--- config.mk ---
export PLATFORM = sky130hd
export DESIGN_NAME = mem_line_fetcher
export DESIGN_NICKNAME = d
export VERILOG_FILES = /design/src/rtl/mem_line_fetcher_pkg.sv /design/src/rtl/mem_line_fetcher.sv
export SDC_FILE = /design/constraint.sdc
export NUM_CORES = 1
export LEC_CHECK = 0
export ABC_CLOCK_PERIOD_IN_PS = 2400
export BUFFER_PORTS_ARGS = -buffer_cell sky130_fd_sc_hd__clkbuf_2
export CORE_UTILIZATION = 40
export DETAILED_ROUTE_END_ITERATION = 6
export PLACE_DENSITY = 0.73
export SETUP_SLACK_MARGIN = 0.3
export SYNTH_ARGS = -nofsm -noshare
export SYNTH_HDL_FRONTEND = slang
export SYNTH_SLANG_ARGS = --single-unit
--- constraint.sdc ---
create_clock -name CLK -period 2.4 [get_ports CLK]
set_input_delay 0.24 -clock CLK [delete_from_list [all_inputs] [get_ports CLK]]
set_output_delay 0.24 -clock CLK [all_outputs]
set_load 0.005 [all_outputs]
--- src/rtl/mem_line_fetcher_pkg.sv ---
// Shared definitions for the instruction-cache line fetcher: line geometry,
// bus widths, the fetch FSM state encoding and address helpers.
package mem_line_fetcher_pkg;

    localparam int LINE_BYTES  = 16;
    localparam int MY_WIDTH = 128;
    localparam int ADDR_WIDTH  = 32;
    localparam int CNT_WIDTH   = 4;

    // Clears the byte offset inside a 16-byte line.
    localparam logic [ADDR_WIDTH-1:0] LINE_MASK = 32'hFFFF_FFF0;

    typedef enum logic [1:0] {
        ST_IDLE = 2'b00,
        ST_FILL = 2'b01,
        ST_DONE = 2'b10
    } fetch_state_e;

    // Line-aligned base of any byte address.
    function automatic logic [ADDR_WIDTH-1:0] line_base(input logic [ADDR_WIDTH-1:0] addr);
        return addr & LINE_MASK;
    endfunction

    // Byte address inside a line.  The offset is ORed into the cleared low
    // nibble, so it can never carry into the line index.
    function automatic logic [ADDR_WIDTH-1:0] byte_addr(input logic [ADDR_WIDTH-1:0] base,
                                                        input logic [CNT_WIDTH-1:0]  idx);
        return base | {{(ADDR_WIDTH-CNT_WIDTH){1'b0}}, idx};
    endfunction

endpackage

--- src/rtl/mem_line_fetcher.sv ---
// Instruction-cache line fetcher: on a fill request, reads the 16 bytes of
// the aligned line from a byte-wide RAM with one-cycle read latency and
// assembles them into a 128-bit line, then pulses done for one cycle.
//
// Optional build macro: MEM_FETCH_ABORT_EN -- when defined, dropping req
// during a fill abandons it (back to IDLE, no done, partial line kept).
//
// state   | meaning
// --------+-------------------------------------------------------------
// ST_IDLE | waiting for req; RAM port quiet
// ST_FILL | 16 address cycles (ram_rd = 1) then one drain cycle
// ST_DONE | line complete, done pulses; always returns to IDLE
module mem_line_fetcher #(
    parameter int LINE_BYTES = 16
) (
    input  logic         CLK,
    input  logic         RST,
    input  logic         req,
    input  logic [31:0]  req_addr,
    output logic [127:0] line_o,
    output logic         done,
    output logic         busy,
    output logic         ram_rd,
    output logic [31:0]  ram_addr,
    input  logic [7:0]   ram_din
);
    import mem_line_fetcher_pkg::*;

    localparam logic [CNT_WIDTH-1:0] LAST_IDX = CNT_WIDTH'(LINE_BYTES - 1);

    fetch_state_e           r_state;
    fetch_state_e           w_state_nxt;
    logic [ADDR_WIDTH-1:0]  r_base;
    logic [CNT_WIDTH-1:0]   r_cnt;
    logic                   r_drain;
    logic                   r_cap_vld;
    logic [CNT_WIDTH-1:0]   r_cap_lane;
    logic [MY_WIDTH-1:0] r_line;
    logic                   w_abort;
    logic                   w_start;
    logic                   w_fill_step;

`ifdef MEM_FETCH_ABORT_EN
    assign w_abort = (r_state == ST_FILL) && !req;
`else
    assign w_abort = 1'b0;
`endif

    assign w_start     = (r_state == ST_IDLE) && req;
    assign w_fill_step = (r_state == ST_FILL) && !r_drain && !w_abort;

    // State register.
    always_ff @(posedge CLK or negedge RST) begin
        if (!RST) begin
            r_state <= ST_IDLE;
        end else begin
            r_state <= w_state_nxt;
        end
    end

    // Next-state decode and state-derived outputs.
    always_comb begin
        w_state_nxt = r_state;
        done        = 1'b0;
        busy        = 1'b0;
        ram_rd      = 1'b0;
        ram_addr    = '0;
        case (r_state)
            ST_IDLE: begin
                if (req) begin
                    w_state_nxt = ST_FILL;
                end
            end
            ST_FILL: begin
                busy = 1'b1;
                if (!r_drain) begin
                    ram_rd   = 1'b1;
                    ram_addr = byte_addr(r_base, r_cnt);
                end
                if (w_abort) begin
                    w_state_nxt = ST_IDLE;
                end else if (r_drain) begin
                    w_state_nxt = ST_DONE;
                end
            end
            ST_DONE: begin
                busy        = 1'b1;
                done        = 1'b1;
                w_state_nxt = ST_IDLE;
            end
            default: begin
                w_state_nxt = ST_IDLE;
            end
        endcase
    end

    // Latch the line base on a new request and walk the byte counter;
    // r_drain marks the extra cycle that waits for the last byte.
    always_ff @(posedge CLK or negedge RST) begin
        if (!RST) begin
            r_base  <= '0;
            r_cnt   <= '0;
            r_drain <= 1'b0;
        end else begin
            if (w_start) begin
                r_base  <= line_base(req_addr);
                r_cnt   <= '0;
                r_drain <= 1'b0;
            end else if (w_fill_step) begin
                r_cnt <= r_cnt + CNT_WIDTH'(1);
                if (r_cnt == LAST_IDX) begin
                    r_drain <= 1'b1;
                end
            end else if (w_state_nxt != ST_FILL) begin
                r_drain <= 1'b0;
            end
        end
    end

    // Track which lane the returning RAM byte belongs to.  A read issued in
    // the cycle of an abort is dropped so it cannot land after the abort.
    always_ff @(posedge CLK or negedge RST) begin
        if (!RST) begin
            r_cap_vld  <= 1'b0;
            r_cap_lane <= '0;
        end else begin
            r_cap_vld  <= ram_rd && !w_abort;
            r_cap_lane <= r_cnt;
        end
    end

    // Write the returning byte into its lane; other lanes hold.
    always_ff @(posedge CLK or negedge RST) begin
        if (!RST) begin
            r_line <= '0;
        end else if (r_cap_vld) begin
            r_line[{r_cap_lane, 3'b000} +: 8] <= ram_din;
        end
    end

    assign line_o = r_line;

endmodule

==> metrics.yaml <==
run_status:
  status: "complete, no violations"
logic_synthesis:
  synth-edff-count: 0
  syn-cell-area_um2: 6900
  ys_warn_count: 0
  syn_avg_cell_area_um2: 14.7
  postSynth.asyncResetShare_pct: 100
  synthCells: 470
  ys.flop_type: "dfrtp_1"
  ys_seq_elements: 168
  synth.distinct_cells: 42
  yosysSeqAreaShare_pct: 60.9
  syn-num-nets: 520
timing:
  max-slew-margin-rel_pct: 61.4
  hold_violations: 0
  finalSetupViolCount: 0
  fin_crit_ps: 2030
  worst_pin_slew_ps: 579
  fin_hold_ws_ps: 51.2
  max_freq_mhz: 492
  grt_setup_unrepaired: "true"
  clock_skew_ps: 9.53
  fin_crit_sh_pct: 84.6
  slew_viol_final: 0
  final.setup.tns_ps: 0
power_and_ir_drop:
  vdd_ir_drop_max_v: 0.000638
  power_density_nw_per_um2: 1320
  p_leak_nw: 4.72
layout:
  diodes: 0
  nFillCells: 1407
  nets: 752
  final_layout_size_suffix_gt1_share_pct: 60.6
  fin_cells: 935
  syn2layout_area_growth_pct: 34.7
cts:
  cts_tree: "done"
  cts_max_level: 4
  cts_root_buf: "clkbuf_16"
  numCtsBuffers: 17
  clock_sinks: 168
  clk_path_buf_depth: 2
  clock_latency_ps: 420
  path_clk_slew_ps: 60
critical_path:
  critPathMaxStageDelay_ps: 440
  worstSetupPathType: "reg -> reg"
  cp-start-kind: "flip-flop"
  crit_arrival_ps: 2330
  endpoint_kind: "flip-flop"
  path_buf_inv: 1
  reg2reg_slack_ps: 370
  required_ps: 2700
  cp_top_family: "compound AO/OA/AOI/OAI gates"
  timing.rr.start: "r_cap_lane[0]"
  crit_fanout: 8
  slowest_stage: "dfrtp_1"
  r2r_cells: 5
  cp_cell_sequence: "or3_1, a211o_1, a21oi_4, buf_12, mux2_2"
  r2r_end: "line_o[92]"
grt:
  grt_max_degree: 65
  grt_overflow: 0
  antenna_found_initial: 0
  grt_usage_pct: 19.8
  grt_pass1_wl_um: 27000
  first_global_vias: 4961
floorplanning:
  start_util_pct: 41.3
  core-area_um2: 16700
  io-pin-count: 206
  rows: 47
  die_y_um: 133
  dieArea_um2: 17800
  dieWidth_um: 133
job:
  drv_cap: 0
placed_design:
  dp_hpwl_um: 11900
  gp_congestion: 0.876
  io_buffers: 201
  place_inst: 888
routing:
  drc: 0
  dr.pass1.iters: 4
  wirelength_um: 17100
  route.antenna.remaining_nets: 0
  viasPerCell: 5.00
  via_count: 4675
  first_iter_violations: 161
  wl_per_cell_um: 18.3
hold_path:
  hold_depth: 2
  min_from: "req_addr[31]"
  hold_end: "r_base[31]"
  hold_class: "in -> reg"
-- cell usage in the layout, fill, tap and decap left out, types with 4 or more instances in the layout --
cell       count
buf_4         16
and2_1        42
clkbuf_2     200
mux2_4        10
nand2_1        7
ha_1           5
nand2b_1       5
mux2_2       143
and3_1         8
nor2_1         8
dfrtp_1      167
clkbuf_1       4
bufinv_16      6
clkbuf_16     20
buf_12         9
nor2_4         4
o21ai_0        4
-- stage by stage --
stage / power (mW) / worst slack, ps / util (%) / cell area (um^2)
global route: 13.0 / 274 / 55.7 / 9300
finish: 12.2 / 369 / 55.7 / 9300
global placement: 8.62 / 243 / 50.0 / 8340
CTS: 12.1 / 294 / 54.7 / 9130
detailed placement: 8.86 / 169 / 50.0 / 8340
floorplan: 6.96 / 258 / - / 7010
-- timing repair --
| item | in CTS | in global routing |
|---|---|---|
| setup endpoints to repair | 90 | 141 |
| gates resized for setup | 6 | 6 |
| hold buffers | 1 | 0 |
| gates cloned | 0 | 3 |
| setup buffers | 6 | 5 |
| pin swaps | 4 | 2 |
| hold endpoints to repair | 61 | 0 |
-- layout make-up --
class	instances	area, um^2	share of cell area [%]
Clock buffer	21	440	4.74
Clock inverter	11	218	2.34
Inverter	4	15.0	0.161
Multi-Input combinational cell	281	2750	29.5
Sequential cell	168	4210	45.2
Tap cell	220	275	2.96
Timing Repair Buffer	230	1400	15.0
-- worst reg2reg max path: stages, from the launching register on --
cell and delay [ps]:
dfrtp_1 440, or3_1 420, a211o_1 400, a21oi_4 180, buf_12 150, mux2_2 340
-- synth_stat cells, types with 3 or more instances --
library cell  number  area [um^2]
dfrtp_1          168         4200
mux2_2           153         1720
nor2_1             9         33.8
nor2b_1            3         18.8
o21ai_0            4         20.0
ha_1               7         87.6
inv_1              4         15.0
clkbuf_1          12         45.0
and2_1            42          263
nand2_1            7         26.3
mux2_1             3         33.8
nand4_1            3         18.8
buf_2              4         20.0
and3_1             8         50.1
nor2_2             5         31.3
nand2b_1           5         31.3
-- layer usage --
metal | track usage, % | vias to the layer above | wire (um)
li1 | - | 2115 | -
met3 | 6.09 | 22 | 922
met1 | 24.7 | 2388 | 7390
met5 | 0 | - | 0
met4 | 5.62 | 0 | 191
met2 | 33.0 | 150 | 8560
-- registers in the layout, indices dropped and copies added (netlist names) --
name and cells:
line_o 128, r_base 28, r_cap_lane 4, r_cap_vld 1
r_cnt 4, r_drain 1, r_state 2
-- kinds of logic (layout without fill, tap and decap cells) --
group / count (synthesis) / after routing / synth area share (%)
flip-flops: 168 / 168 / 60.9
AO/OA/AOI/OAI: 15 / 15 / 1.63
adder cells (fa/ha/maj): 7 / 7 / 1.27
multiplexers: 158 / 158 / 25.7
AND/OR/NAND/NOR: 98 / 98 / 8.86
XOR/XNOR: 3 / 3 / 0.381
buffers and inverters: 21 / 266 / 1.21
-- where the power goes --
group / switching [mW] / internal (mW)
logic: 2.00 / 2.55
clock network: 1.09 / 1.96
registers: 0.680 / 3.97
total: 3.78 / 8.47
-- worst max path at each step --
stage             startpoint     endpoint  slack [ps]  cells after the start
2_1_floorplan  r_cap_lane[0]   line_o[81]         260                      9
3_3_place_gp   r_cap_lane[0]  line_o[122]         240                      6
3_5_place_dp   r_cap_lane[0]  line_o[122]         170                      6
4_1_cts           r_state[1]  ram_addr[2]         290                      6
5_1_grt        r_cap_lane[0]   line_o[28]         270                      6
6_report       r_cap_lane[0]   line_o[92]         370                      5
Power figures use the tool's default switching activity.
